[config.mk]
export PLATFORM = sky130hd
export DESIGN_NAME = ps2_keyboard_rx
export DESIGN_NICKNAME = d
export VERILOG_FILES = /design/src/rtl/ps2_keyboard_rx.sv
export SDC_FILE = /design/constraint.sdc
export NUM_CORES = 1
export LEC_CHECK = 0
export ABC_AREA = 1
export CORE_MARGIN = 3
export CORE_UTILIZATION = 40
export CTS_BUF_LIST = sky130_fd_sc_hd__clkbuf_4
export CTS_CLUSTER_SIZE = 25
export DETAILED_ROUTE_END_ITERATION = 10
export GPL_TIMING_DRIVEN = 0
export PLACE_DENSITY_LB_ADDON = 0.25
export SLEW_MARGIN = 30
export SYNTH_ARGS = -nofsm -noshare
export SYNTH_HDL_FRONTEND = slang
export SYNTH_SLANG_ARGS = --single-unit
[constraint.sdc]
create_clock -name clk -period 2.6 [get_ports clk]
set_input_delay 0.39 -clock clk [delete_from_list [all_inputs] [get_ports clk]]
set_output_delay 0.39 -clock clk [all_outputs]
set_load 0.01 [all_outputs]
[src/rtl/ps2_keyboard_rx.sv]
// rtl/ps2_keyboard_rx.sv - PS/2 keyboard frame receiver with show-ahead scan-code FIFO
//
// Ports:
//   clk, rst        system clock, asynchronous active-high reset
//   ps2_clk/ps2_dat raw PS/2 pad inputs (synchronised and debounced internally)
//   rd_en           pop strobe from an MMIO read of rd_data
//   clr_err         clears the sticky error flags
//   rd_data         {rx_valid, 23'b0, head scan code}, zero when empty
//   rx_valid        FIFO not empty
//   count           FIFO occupancy 0..2**FIFO_AW
//   parity_err      sticky: frame dropped for bad odd parity
//   frame_err       sticky: frame dropped for bad stop bit or mid-frame timeout
//   overflow        sticky: good frame dropped because the FIFO was full
module ps2_keyboard_rx #(
    parameter int FIFO_AW        = 4,
    parameter int DEBOUNCE       = 4,
    parameter int TIMEOUT_CYCLES = 50000
) (
    input  logic               clk,
    input  logic               rst,
    input  logic               ps2_clk,
    input  logic               ps2_dat,
    input  logic               rd_en,
    input  logic               clr_err,
    output logic [31:0]        rd_data,
    output logic               rx_valid,
    output logic [FIFO_AW:0]   count,
    output logic               parity_err,
    output logic               frame_err,
    output logic               overflow
);
    localparam int DBW   = $clog2(DEBOUNCE + 1);
    localparam int WDW   = $clog2(TIMEOUT_CYCLES + 1);
    localparam int DEPTH = 1 << FIFO_AW;

    typedef enum logic [1:0] {IDLE, DATA, PARITY, STOP} state_t;

    logic           clk_s1, clk_s2, dat_s1, dat_s2;
    logic           clk_db;
    logic [DBW-1:0] db_cnt;
    logic           fall;

    state_t         state, state_nx;
    logic [2:0]     bit_cnt;
    logic [7:0]     shreg;
    logic           par;
    logic [WDW-1:0] wd;
    logic           push, set_par, set_frm, timeout;

    logic [7:0]     mem [DEPTH];
    logic [FIFO_AW:0] wr_ptr, rd_ptr;
    logic           empty, full, do_pop, do_push, set_ovf;

    // Two-flop synchronisers; idle bus is high.
    always_ff @(posedge clk or posedge rst) begin
        if (rst) begin
            clk_s1 <= 1'b1;
            clk_s2 <= 1'b1;
            dat_s1 <= 1'b1;
            dat_s2 <= 1'b1;
        end else begin
            clk_s1 <= ps2_clk;
            clk_s2 <= clk_s1;
            dat_s1 <= ps2_dat;
            dat_s2 <= dat_s1;
        end
    end

    // db_cnt counts consecutive samples that disagree with the debounced level;
    // the level flips on the DEBOUNCE-th one, any agreeing sample restarts the run.
    logic db_flip;
    assign db_flip = (clk_s2 != clk_db) && (db_cnt == DBW'(DEBOUNCE - 1));
    assign fall    = db_flip && clk_db;

    always_ff @(posedge clk or posedge rst) begin
        if (rst) begin
            clk_db <= 1'b1;
            db_cnt <= '0;
        end else if (clk_s2 == clk_db) begin
            db_cnt <= '0;
        end else if (db_flip) begin
            clk_db <= clk_s2;
            db_cnt <= '0;
        end else begin
            db_cnt <= db_cnt + 1'b1;
        end
    end

    assign timeout = (state != IDLE) && !fall && (wd == WDW'(TIMEOUT_CYCLES - 1));

    always_comb begin
        state_nx = state;
        push     = 1'b0;
        set_par  = 1'b0;
        set_frm  = 1'b0;
        case (state)
            IDLE:   if (fall && !dat_s2) state_nx = DATA;
            DATA:   if (fall && bit_cnt == 3'd7) state_nx = PARITY;
            PARITY: if (fall) state_nx = STOP;
            STOP: begin
                if (fall) begin
                    state_nx = IDLE;
                    if (!dat_s2)              set_frm = 1'b1;
                    else if (^{shreg, par})   push    = 1'b1;
                    else                      set_par = 1'b1;
                end
            end
            default: state_nx = IDLE;
        endcase
        if (timeout) begin
            state_nx = IDLE;
            set_frm  = 1'b1;
        end
    end

    always_ff @(posedge clk or posedge rst) begin
        if (rst) begin
            state   <= IDLE;
            bit_cnt <= '0;
            shreg   <= '0;
            par     <= 1'b0;
            wd      <= '0;
        end else begin
            state <= state_nx;
            if (fall) begin
                case (state)
                    IDLE:   bit_cnt <= '0;
                    DATA: begin
                        shreg   <= {dat_s2, shreg[7:1]};
                        bit_cnt <= bit_cnt + 1'b1;
                    end
                    PARITY: par <= dat_s2;
                    default: ;
                endcase
            end
            // Watchdog measures the gap since the last fall while a frame is open.
            if (fall || state_nx == IDLE) wd <= '0;
            else                          wd <= wd + 1'b1;
        end
    end

    // Extra-MSB pointers: occupancy is the plain difference, full when it equals DEPTH.
    assign count    = wr_ptr - rd_ptr;
    assign empty    = (count == '0);
    assign full     = (count == {1'b1, {FIFO_AW{1'b0}}});
    assign do_pop   = rd_en && !empty;
    assign do_push  = push && (!full || do_pop);
    assign set_ovf  = push && full && !do_pop;
    assign rx_valid = !empty;
    assign rd_data  = empty ? 32'h0 : {1'b1, 23'b0, mem[rd_ptr[FIFO_AW-1:0]]};

    always_ff @(posedge clk) begin
        if (do_push) mem[wr_ptr[FIFO_AW-1:0]] <= shreg;
    end

    always_ff @(posedge clk or posedge rst) begin
        if (rst) begin
            wr_ptr     <= '0;
            rd_ptr     <= '0;
            parity_err <= 1'b0;
            frame_err  <= 1'b0;
            overflow   <= 1'b0;
        end else begin
            if (do_push) wr_ptr <= wr_ptr + 1'b1;
            if (do_pop)  rd_ptr <= rd_ptr + 1'b1;
            if (set_par)      parity_err <= 1'b1;
            else if (clr_err) parity_err <= 1'b0;
            if (set_frm)      frame_err <= 1'b1;
            else if (clr_err) frame_err <= 1'b0;
            if (set_ovf)      overflow <= 1'b1;
            else if (clr_err) overflow <= 1'b0;
        end
    end
endmodule

==> flow_summary.json, run 1 <==
{
  "global_routing_usage_summed_across_all_routing_layers_pct": 17.7,
  "largest_family_of_logic_cells_by_synthesized_area": "simple AND/OR/NAND/NOR gates",
  "crit_arrival_ps": 2560,
  "tritoncts": "yes",
  "globalRoute.totalOverflow": 0,
  "io_buffer_count": 23,
  "cp_data_required_time_ps": 2210,
  "register_to_register_setup_slack_ps": 60,
  "crit_family": "buffers and inverters",
  "grt_pass1_vias": 5508,
  "filler_cell_count": 1845,
  "netlist_cell_types": 39,
  "dp_hpwl_um": 12500,
  "setup_viol": 11,
  "cts.hold.buffers_added": 0,
  "clk_root_buffer_cell": "sky130_fd_sc_hd__clkbuf_4",
  "worst_pin_slew_ps": 779,
  "horizontal_extent_of_the_die_um": 148,
  "internal_mw": 5.23,
  "synthesized_area_fraction_occupied_by_and_or_nand_nor_cells_pct": 19.4,
  "sequential_fraction_of_design_power_pct": 41.0,
  "synthAdderAreaFrac_pct": 2.25,
  "synthMuxAreaShare_pct": 0,
  "vias_per_cell": 4.96,
  "chipHeight_um": 148,
  "powerDensity_nw_per_um2": 882,
  "syn_area_um2": 8100,
  "drc_errors": 0,
  "worst-path-buf-inv": 6,
  "nets": 872,
  "timing.critical_path.depth": 13,
  "max_cap_violations": 0,
  "cts_buffers": 17,
  "synth.yosys.seq_area_share_pct": 63.3,
  "postSynthAreaPerCell_um2": 10.6,
  "flow.area_growth_from_synthesis_pct": 19.1,
  "cts_max_level": 4,
  "tritoncts_num_sinks": 179,
  "floorplan.initialDensity_pct": 41.2,
  "report.final.hold_viol_count": 0,
  "synth.ff_latch_count": 179,
  "postRouteWirelength_um": 18900,
  "gp_congestion": 0.821,
  "cell_depth_of_the_worst_flop_to_flop_path": 12,
  "worst-path-max-fanout": 8,
  "clkTransAtPathRegs_ps": 140,
  "detailedRoute.firstIterationViolations": 459,
  "critical_path.cell_chain": "buf_6 -> inv_6 -> clkbuf_16 -> fa_2 -> xor2_2 -> nor2_1 -> nand2_1 -> nor2_4 -> nand2_4 -> buf_6 -> clkinv_8 -> nor2_1 -> buf_2",
  "grt_start_max_net_pins": 40,
  "max-slew-margin-rel_pct": 47.9,
  "netSwitchingPower_mw": 3.28,
  "status": "finished, violations left",
  "post-layout-total-power_mw": 8.51,
  "drt_pre_antenna_iters": 5,
  "post_synth_xor_area_fraction_pct": 2.05,
  "cts-root-to-sink-buffers": 2,
  "worst_skew_pair.late_latency_ps": 580,
  "comb_power_share_pct": 39.1,
  "drive_gt1_share_pct": 20.9,
  "synth_enable_flop_cells": 128,
  "power.static_leakage_nw": 3.84,
  "row_count": 51,
  "timing.clock.skew_ps": 30.9,
  "grt_pass1_wl_um": 30000,
  "post-route-period-util_pct": 113,
  "total_area_of_multi_input_combinational_cells_um2": 2760,
  "antenna_found_initial": 1,
  "rsz0062_at_grt": "true",
  "end_kind": "output pin",
  "setup-tns-final_ps": -3150,
  "slowest_stage": "sky130_fd_sc_hd__dfrtp_1",
  "timing.hold.worst.class": "input pin to asynchronous set/reset pin",
  "io-pin-count": 47,
  "synth-async-reset-ratio_pct": 28.5,
  "placeableCoreArea_um2": 19700,
  "postRouteAntennaNets": 0,
  "fmax_mhz": 339,
  "violations": "negative setup slack",
  "dominantRegCellSynth": "sky130_fd_sc_hd__edfxtp_1",
  "critPathKind": "flip-flop to output pin",
  "finalWorstPathRequiredPeriod_ps": 2950,
  "startpoint_type": "flip-flop",
  "syn-instance-count": 763,
  "die-area_um2": 22000,
  "post_drt_wl_per_cell_um": 16.7,
  "synth_warn": 0,
  "dr_total_vias": 5606,
  "setup_slack_ps": -347,
  "final-seq-area_um2": 5140,
  "max_stage_delay_ps": 390,
  "clockPowerShare_pct": 19.9,
  "worst_ir_drop_vdd_mv": 0.526,
  "timing_max_transition_violations_final": 0,
  "post_synthesis_compound_gate_area_fraction_pct": 6.76,
  "swShare_pct": 38.5
}
## cells in the mapped netlist, types with 2 or more instances
library cell / count / area [um2]
sky130_fd_sc_hd__nand3_4: 3 / 52.6
sky130_fd_sc_hd__nand2_2: 3 / 18.8
sky130_fd_sc_hd__nand3_1: 60 / 300
sky130_fd_sc_hd__nand2_4: 2 / 22.5
sky130_fd_sc_hd__nor2_8: 2 / 40.0
sky130_fd_sc_hd__xnor2_1: 2 / 17.5
sky130_fd_sc_hd__inv_2: 3 / 11.3
sky130_fd_sc_hd__buf_2: 5 / 25.0
sky130_fd_sc_hd__a21oi_1: 40 / 200
sky130_fd_sc_hd__nor4_1: 3 / 18.8
sky130_fd_sc_hd__clkbuf_1: 9 / 33.8
sky130_fd_sc_hd__nand4_1: 8 / 50.1
sky130_fd_sc_hd__edfxtp_1: 128 / 3840
sky130_fd_sc_hd__buf_4: 24 / 180
sky130_fd_sc_hd__nor3_1: 5 / 25.0
sky130_fd_sc_hd__dfrtp_1: 46 / 1150
sky130_fd_sc_hd__buf_1: 12 / 45.0
sky130_fd_sc_hd__xor2_1: 17 / 149
sky130_fd_sc_hd__a32o_1: 16 / 160
sky130_fd_sc_hd__o21ai_0: 17 / 85.1
sky130_fd_sc_hd__nand3_2: 2 / 20.0
sky130_fd_sc_hd__inv_1: 50 / 188
sky130_fd_sc_hd__nand2_1: 204 / 766
sky130_fd_sc_hd__a22oi_1: 10 / 75.1
sky130_fd_sc_hd__ha_1: 13 / 163
sky130_fd_sc_hd__nor2_1: 62 / 233
sky130_fd_sc_hd__dfstp_2: 5 / 131
## worst paths after layout
check                                  end  startpoint
worst max-delay path            rd_data[0]   rd_ptr[1]
worst min register to register      dat_s2      dat_s1
worst max register to register  mem[14][2]   rd_ptr[1]
worst min-delay path             rd_ptr[0]         rst
max in group asynchronous           clk_s1         rst
min in group clk                    dat_s1     ps2_dat
## power by group through the flow
stage / combinational (mW) / sequential, mW / clock [mW]
floorplan: 1.94 / 3.45 / 0
global placement: 3.06 / 3.54 / 0
detailed placement: 3.07 / 3.54 / 0
CTS: 3.22 / 3.49 / 1.73
global route: 3.68 / 3.51 / 1.84
finish: 3.33 / 3.49 / 1.69
## sequential cells by signal (all words and copies together) (netlist names)
register	cells
bit_cnt	3
par	1
mem	128
state	2
clk_s2	1
shreg	8
clk_db	1
parity_err	1
frame_err	1
clk_s1	1
dat_s2	1
db_cnt	3
dat_s1	1
overflow	1
wd	16
rd_ptr	5
wr_ptr	5
## metal layers
metal	part of all wire (%)	vias to the layer above	track usage, %
met3	5.6	22	3.84
li1	-	2739	-
met2	47	171	27.4
met4	1.0	0	4.39
met1	46	2674	25.5
met5	0	-	0
## cells by family after synthesis
logic type	after synthesis
AOI/OAI and AO/OA	87
xor gates and xnor gates	19
adders and majority gates	14
buffers and inverters	106
DFF	179
other	1
and+or+nand+nor	357
## through the flow
step / hold WS (ps) / worst slack (ps) / std cells / utilization (%) / area [um2]
3_5_place_dp: 348 / -1060 / 1074 / 45.2 / 8890
6_report: 51.3 / -347 / 1131 / 49.1 / 9650
5_1_grt: 13.1 / -529 / 1131 / 49.1 / 9650
4_1_cts: 20.9 / -394 / 1118 / 47.9 / 9410
3_3_place_gp: 346 / -1040 / 1073 / 45.1 / 8870
2_1_floorplan: 345 / -53.6 / 785 / - / 8310
## what timing repair did
item,4_1_cts,5_1_grt
pin swaps,8,10
cloned,0,1
buffers inserted,14,13
gates resized for setup,104,29
endpoints found under the setup margin,153,142
## worst register-to-register path, cell delays in order, from the launching register on
cell and delay [ps]:
sky130_fd_sc_hd__dfrtp_1 390, sky130_fd_sc_hd__buf_6 140, sky130_fd_sc_hd__inv_6 40, sky130_fd_sc_hd__clkbuf_16 140, sky130_fd_sc_hd__fa_2 360, sky130_fd_sc_hd__nand3_1 110, sky130_fd_sc_hd__nand3_1 110, sky130_fd_sc_hd__nand2_2 110
sky130_fd_sc_hd__nor2_1 50, sky130_fd_sc_hd__nand2_1 140, sky130_fd_sc_hd__buf_6 180, sky130_fd_sc_hd__nand3_4 160, sky130_fd_sc_hd__nor2_4 290
## layout by cell type (no fill, tap or decap), types with 10 or more instances in the layout
cell and n:
sky130_fd_sc_hd__a21oi_1 39, sky130_fd_sc_hd__a32o_1 16, sky130_fd_sc_hd__nand2_1 202, sky130_fd_sc_hd__clkbuf_4 20
sky130_fd_sc_hd__nand3_1 60, sky130_fd_sc_hd__conb_1 23, sky130_fd_sc_hd__ha_1 10, sky130_fd_sc_hd__xor2_1 16
sky130_fd_sc_hd__o21ai_0 17, sky130_fd_sc_hd__nor2_1 43, sky130_fd_sc_hd__buf_6 11, sky130_fd_sc_hd__dfrtp_1 37
sky130_fd_sc_hd__buf_4 38, sky130_fd_sc_hd__buf_2 16, sky130_fd_sc_hd__inv_1 46, sky130_fd_sc_hd__a22oi_1 10
sky130_fd_sc_hd__edfxtp_1 128, sky130_fd_sc_hd__nor2_4 20
## cell type report
class	instances	area share, %
Tap cell	265	3.44
Clock inverter	14	1.82
Timing Repair Buffer	49	5.29
Antenna cell	1	0.0259
Multi-Input combinational cell	500	28.6
Inverter	55	2.40
Sequential cell	179	53.3
Buffer	50	3.79
Clock buffer	18	1.40
Power figures use the tool's default switching activity.
==> run 2: changes to the inputs <==
--- a/config.mk
+++ b/config.mk
@@ -6,6 +6,7 @@
 export NUM_CORES = 1
 export LEC_CHECK = 0
 export ABC_AREA = 1
+export CORE_ASPECT_RATIO = 1.5
 export CORE_MARGIN = 3
 export CORE_UTILIZATION = 40
 export CTS_BUF_LIST = sky130_fd_sc_hd__clkbuf_4
==> run 2 against run 1 <==
Compared with the run above: the run still ends with negative setup slack left; via count grew 0.27%; sequential power is essentially flat; count of clock-buffer cells in the layout grew 2; register-to-register slack lost 40 ps; die area grew 0.16%; clock power grew 9%; sequential share of layout area is essentially flat; final area is essentially flat; utilization shrank 0.54 points; global-route usage grew 0.51 points; total power grew 1.3%; hold slack gained 170 ps; critical endpoint is now rd_data[31]; largest power group unchanged.
==> flow_summary.json, run 2 (same netlist as run 1, synthesis figures left out) <==
{
  "fmax_mhz": 345,
  "total_area_of_multi_input_combinational_cells_um2": 2740,
  "grt_pass1_vias": 5661,
  "worst_ir_drop_vdd_mv": 0.405,
  "final-seq-area_um2": 5140,
  "register_to_register_setup_slack_ps": 20,
  "dr_total_vias": 5621,
  "flow.area_growth_from_synthesis_pct": 19.0,
  "filler_cell_count": 1855,
  "nets": 873,
  "worst-path-max-fanout": 5,
  "timing_max_transition_violations_final": 0,
  "layout.cells.most_common_list": "sky130_fd_sc_hd__nand2_1 (201), sky130_fd_sc_hd__edfxtp_1 (128), sky130_fd_sc_hd__nand3_1 (59)",
  "end_kind": "output pin",
  "placed_cells": 1069,
  "clkTransAtPathRegs_ps": 130,
  "powerDensity_nw_per_um2": 894,
  "grt_pass1_wl_um": 30300,
  "drt_pre_antenna_iters": 5,
  "grt_start_max_net_pins": 47,
  "swShare_pct": 37.6,
  "violations": "negative setup slack",
  "tritoncts_num_sinks": 179,
  "drc_errors": 0,
  "timing.clock.skew_ps": 28.4,
  "report.final.hold_viol_count": 0,
  "cell_depth_of_the_worst_flop_to_flop_path": 13,
  "globalRoute.totalOverflow": 0,
  "drive_gt1_share_pct": 20.4,
  "vias_per_cell": 4.99,
  "status": "finished, violations left",
  "hold_end": "dat_s1",
  "crit_arrival_ps": 2510,
  "startpoint_type": "flip-flop",
  "clk_root_buffer_cell": "sky130_fd_sc_hd__clkbuf_4",
  "post-route-period-util_pct": 112,
  "max_cap_violations": 0,
  "tritoncts": "yes",
  "global_routing_usage_summed_across_all_routing_layers_pct": 18.2,
  "io-pin-count": 47,
  "largest_register_ffs": 128,
  "antenna_found_initial": 1,
  "placeableCoreArea_um2": 19900,
  "cts_buffers": 17,
  "post-layout-total-power_mw": 8.62,
  "chipHeight_um": 180,
  "internal_mw": 5.38,
  "postRouteWirelength_um": 19000,
  "cts_max_level": 4,
  "netSwitchingPower_mw": 3.25,
  "setup_slack_ps": -300,
  "layout_commonest_cell": "sky130_fd_sc_hd__nand2_1",
  "detailedRoute.firstIterationViolations": 361,
  "setup_viol": 11,
  "comb_power_share_pct": 38.2,
  "post_drt_wl_per_cell_um": 16.9,
  "sequential_fraction_of_design_power_pct": 40.3,
  "clockPowerShare_pct": 21.5,
  "regToRegEndpoint": "mem[6][6]",
  "row_count": 63,
  "rsz0062_at_grt": "true",
  "max-slew-margin-rel_pct": 60.0,
  "worst_pin_slew_ps": 600,
  "worst_skew_pair.late_latency_ps": 570,
  "postRouteAntennaNets": 0,
  "gp_congestion": 0.935,
  "finalWorstPathRequiredPeriod_ps": 2900,
  "power.static_leakage_nw": 3.85,
  "reg2reg_from": "rd_ptr[1]",
  "cp_data_required_time_ps": 2210,
  "io_buffer_count": 23,
  "timing.hold.worst.class": "input pin to flip-flop",
  "dp_hpwl_um": 13100,
  "count_of_non_filler_cells_in_the_finished_layout": 1127,
  "cts-root-to-sink-buffers": 2,
  "critical_hold_path_startpoint": "ps2_dat",
  "horizontal_extent_of_the_die_um": 122,
  "floorplan.initialDensity_pct": 40.8,
  "critPathKind": "flip-flop to output pin",
  "worst_hold_path_depth": 1,
  "die-area_um2": 22000
}
[run 2: changes by cell type in the layout (fill, tap and decap cells not counted), moves of 2 or more]
cell	previous run	this run
sky130_fd_sc_hd__nor2_4	20	18
sky130_fd_sc_hd__bufinv_16	3	5
sky130_fd_sc_hd__clkinv_2	2	0
sky130_fd_sc_hd__inv_6	5	3
sky130_fd_sc_hd__buf_2	16	20
sky130_fd_sc_hd__buf_4	38	41
sky130_fd_sc_hd__buf_6	11	6
sky130_fd_sc_hd__clkbuf_2	7	5
[run 2: area by class of cell]
class | instances | share of cell area [%]
diodes | 1 | 0.0259
plain buffers | 51 | 3.84
multi-input cells | 500 | 28.4
flip-flops and latches | 179 | 53.3
clock inverters | 12 | 2.14
well taps | 260 | 3.37
clock buffers | 20 | 1.56
repair buffers | 49 | 5.10
inverters | 55 | 2.32
[run 2: worst max-delay path: stages, from the launching register on]
cell and delay (ps):
sky130_fd_sc_hd__dfrtp_1 390, sky130_fd_sc_hd__buf_6 130, sky130_fd_sc_hd__inv_6 40, sky130_fd_sc_hd__clkbuf_16 140, sky130_fd_sc_hd__fa_2 380, sky130_fd_sc_hd__xor2_2 160, sky130_fd_sc_hd__nor2_1 90, sky130_fd_sc_hd__nand2_1 100
sky130_fd_sc_hd__nor2_4 150, sky130_fd_sc_hd__nand2_4 110, sky130_fd_sc_hd__buf_4 150, sky130_fd_sc_hd__buf_2 130
[run 2: through the flow]
step | hold WS, ps | worst slack (ps) | cell area [um2] | setup TNS (ps) | utilization, %
2_1_floorplan | 345 | -53.6 | 8310 | -2460 | -
3_3_place_gp | 347 | -911 | 8860 | -96150 | 44.6
3_5_place_dp | 348 | -933 | 8890 | -95170 | 44.8
4_1_cts | 168 | -327 | 9600 | -3280 | 48.3
5_1_grt | 168 | -471 | 9650 | -13240 | 48.6
6_report | 223 | -300 | 9650 | -2990 | 48.6
[run 2: per-layer routing]
layer | track usage [%] | routed length, um | share of wire, % | vias to the layer above
li1 | - | - | - | 2748
met1 | 20.7 | 7340 | 39 | 2687
met2 | 33.1 | 10300 | 54 | 152
met3 | 3.52 | 834 | 4.4 | 34
met4 | 6.82 | 557 | 2.9 | 0
met5 | 0 | 0 | 0 | -
[run 2: repair_timing]
item                       in CTS  in global routing
hold buffers                    1                  0
pin swaps                      22                 17
resized for setup             101                 14
buffers inserted               21                  3
setup endpoints to repair     153                141
hold endpoints to repair        5                  0
[run 2: how the worst max path moves through the flow]
stage                         start           to  slack [ps]  cells past startpoint
after global placement    rd_ptr[1]   rd_data[3]        -910                     11
final                     rd_ptr[1]  rd_data[31]        -300                     11
after CTS                 wr_ptr[0]   rd_data[5]        -330                     12
after global routing      rd_ptr[1]   rd_data[1]        -470                     12
after floorplan           rd_ptr[1]    mem[7][0]         -50                     12
after detailed placement  rd_ptr[1]   rd_data[5]        -930                     11
[run 2: power groups by stage]
stage | combinational (mW) | clock [mW] | sequential [mW]
after floorplan | 1.94 | 0 | 3.45
after global placement | 3.09 | 0 | 3.53
after detailed placement | 3.13 | 0 | 3.54
after CTS | 3.26 | 1.91 | 3.48
after global routing | 3.62 | 2.01 | 3.51
final | 3.29 | 1.85 | 3.48
==> run 3: changes to the inputs <==
--- a/config.mk
+++ b/config.mk
@@ -12,6 +12,7 @@
 export CTS_BUF_LIST = sky130_fd_sc_hd__clkbuf_4
 export CTS_CLUSTER_SIZE = 25
 export DETAILED_ROUTE_END_ITERATION = 10
+export DONT_BUFFER_PORTS = 1
 export GPL_TIMING_DRIVEN = 0
 export PLACE_DENSITY_LB_ADDON = 0.25
 export SLEW_MARGIN = 30
==> run 3 against run 2 <==
Compared with the run above: the flow still finishes with violations (negative setup slack); count of clock-buffer cells in the layout down 3; global-route usage shrank 0.45 points; clock power is 11% lower; largest cell class unchanged; register-to-register slack lost 90 ps; critical path depth decreased by 1.
==> flow_summary.json, run 3 (same netlist as run 1, synthesis figures left out) <==
{
  "fmax_mhz": 346,
  "grt_pass1_wl_um": 29300,
  "cp_data_required_time_ps": 2210,
  "detailedRoute.firstIterationViolations": 519,
  "placeableCoreArea_um2": 19900,
  "worst_pin_slew_ps": 603,
  "timing.critical_path.mode_cell": "sky130_fd_sc_hd__nor2_4",
  "grt_pass1_vias": 5405,
  "grt_start_max_net_pins": 36,
  "worst_hold_path_depth": 2,
  "internal_mw": 5.05,
  "nets": 851,
  "row_count": 63,
  "netSwitchingPower_mw": 3.29,
  "worst_ir_drop_vdd_mv": 0.440,
  "cts_max_level": 4,
  "finalWorstPathRequiredPeriod_ps": 2890,
  "violations": "negative setup slack",
  "vias_per_cell": 5.07,
  "placed_cells": 1046,
  "cts_buffers": 17,
  "postRouteWirelength_um": 18900,
  "register_to_register_setup_slack_ps": -70,
  "post_drt_wl_per_cell_um": 17.1,
  "io-pin-count": 47,
  "slowest_stage": "sky130_fd_sc_hd__dfrtp_1",
  "status": "finished, violations left",
  "count_of_non_filler_cells_in_the_finished_layout": 1105,
  "global_routing_usage_summed_across_all_routing_layers_pct": 17.7,
  "horizontal_extent_of_the_die_um": 122,
  "place_ws_ps": -786,
  "crit_arrival_ps": 2500,
  "critical_path.cell_chain": "inv_2 -> clkbuf_16 -> fa_2 -> xor2_4 -> nor2_2 -> nand2_2 -> nor2_4 -> nand2_4 -> clkinv_8 -> nor2_4",
  "critical_hold_path_startpoint": "rd_en",
  "max_stage_delay_ps": 460,
  "regToRegEndpoint": "mem[0][6]",
  "timing.clock.skew_ps": 26.8,
  "drc_errors": 0,
  "timing_max_transition_violations_final": 0,
  "setup_slack_ps": -293,
  "setup_viol": 62,
  "clockPowerShare_pct": 19.7,
  "powerDensity_nw_per_um2": 874,
  "postRouteAntennaNets": 0,
  "antenna_found_initial": 1,
  "rsz0062_at_grt": "true",
  "critPathKind": "flip-flop to output pin",
  "worst-path-buf-inv": 3,
  "tritoncts": "yes",
  "floorplan.initialDensity_pct": 40.8,
  "max_cap_violations": 0,
  "max-slew-margin-rel_pct": 59.8,
  "startpoint_type": "flip-flop",
  "drt_pre_antenna_iters": 6,
  "drive_gt1_share_pct": 20.5,
  "worst_skew_pair.late_latency_ps": 560,
  "power.static_leakage_nw": 3.76,
  "swShare_pct": 39.5,
  "flow.area_growth_from_synthesis_pct": 17.9,
  "startpoint": "rd_ptr[1]",
  "worst-path-max-fanout": 8,
  "tritoncts_num_sinks": 179,
  "post-layout-total-power_mw": 8.35,
  "layout.cells.most_common_list": "sky130_fd_sc_hd__nand2_1 (199), sky130_fd_sc_hd__edfxtp_1 (128), sky130_fd_sc_hd__nand3_1 (60)",
  "post-route-period-util_pct": 111,
  "chipHeight_um": 180,
  "layout_commonest_cell": "sky130_fd_sc_hd__nand2_1",
  "gp_congestion": 0.926,
  "crit_family": "simple AND/OR/NAND/NOR gates",
  "report.final.hold_viol_count": 0,
  "end_kind": "output pin",
  "final_core_util_pct": 48.1,
  "reg2reg_from": "rd_ptr[1]",
  "hold_end": "rd_ptr[0]",
  "cell_depth_of_the_worst_flop_to_flop_path": 12,
  "die-area_um2": 22000,
  "sequential_fraction_of_design_power_pct": 41.9,
  "dr_total_vias": 5601,
  "timing.critical_path.depth": 10,
  "io_buffer_count": 0,
  "largest_register_ffs": 128,
  "comb_power_share_pct": 38.3,
  "dp_hpwl_um": 12900,
  "clkTransAtPathRegs_ps": 120,
  "cts-root-to-sink-buffers": 2,
  "clk_root_buffer_cell": "sky130_fd_sc_hd__clkbuf_4",
  "timing.hold.worst.class": "input pin to flip-flop",
  "globalRoute.totalOverflow": 0
}
-- run 3: cell types whose count changed in the layout (fill, tap and decap cells not counted), moves of 3 or more --
cell / delta
sky130_fd_sc_hd__clkbuf_4: -3
sky130_fd_sc_hd__a22oi_2: +3
sky130_fd_sc_hd__buf_12: +3
sky130_fd_sc_hd__a22oi_1: -3
sky130_fd_sc_hd__buf_2: -9
sky130_fd_sc_hd__nor2_4: +8
sky130_fd_sc_hd__dlygate4sd3_1: +3
sky130_fd_sc_hd__nor2_1: -8
sky130_fd_sc_hd__buf_4: -5
sky130_fd_sc_hd__clkdlybuf4s50_1: -9
-- run 3: power groups by stage --
| stage | logic, mW | clock network (mW) | registers [mW] |
|---|---|---|---|
| 2_1_floorplan | 1.94 | 0 | 3.45 |
| 3_3_place_gp | 2.72 | 0 | 3.53 |
| 3_5_place_dp | 2.75 | 0 | 3.54 |
| 4_1_cts | 3.01 | 1.70 | 3.48 |
| 5_1_grt | 3.50 | 1.80 | 3.53 |
| 6_report | 3.20 | 1.65 | 3.50 |
-- run 3: worst max path at each step --
| stage | slack [ps] | end |
|---|---|---|
| 2_1_floorplan | -50 | mem[7][0] |
| 3_3_place_gp | -760 | mem[11][4] |
| 3_5_place_dp | -790 | mem[11][4] |
| 4_1_cts | -350 | rd_data[5] |
| 5_1_grt | -420 | rd_data[6] |
| 6_report | -290 | rd_data[2] |
-- run 3: repair_timing --
item                                   4_1_cts  5_1_grt
setup endpoints to repair                  153      139
pin swaps                                   16       23
setup buffers                               17        7
resized for setup                           52       34
endpoints found under the hold margin       51        0
hold buffers                                 4        0
-- run 3: routing by layer --
metal | global-route usage, % | vias to the layer above | wire [um]
met5 | 0 | - | 0
met4 | 6.14 | 0 | 484
met3 | 3.27 | 32 | 786
met2 | 31.6 | 142 | 10100
met1 | 21.1 | 2717 | 7540
li1 | - | 2710 | -
-- run 3: layout make-up --
class	instances	area (um2)
fill	1864	10300
sequential	179	5140
multi-input combinational	500	2830
timing repair buffer	29	373
buffer	49	343
tap	260	325
inverter	55	230
clock inverter	15	178
clock buffer	17	128
antenna	1	2.50
-- run 3: stage by stage --
stage / TNS, ps / hold WS, ps / area, um2
after floorplan: -2460 / 345 / 8310
after global placement: -98900 / 346 / 8630
after detailed placement: -101200 / 217 / 8660
after CTS: -4370 / 10.6 / 9400
after global routing: -14080 / 16.1 / 9550
final: -3570 / 51.7 / 9550
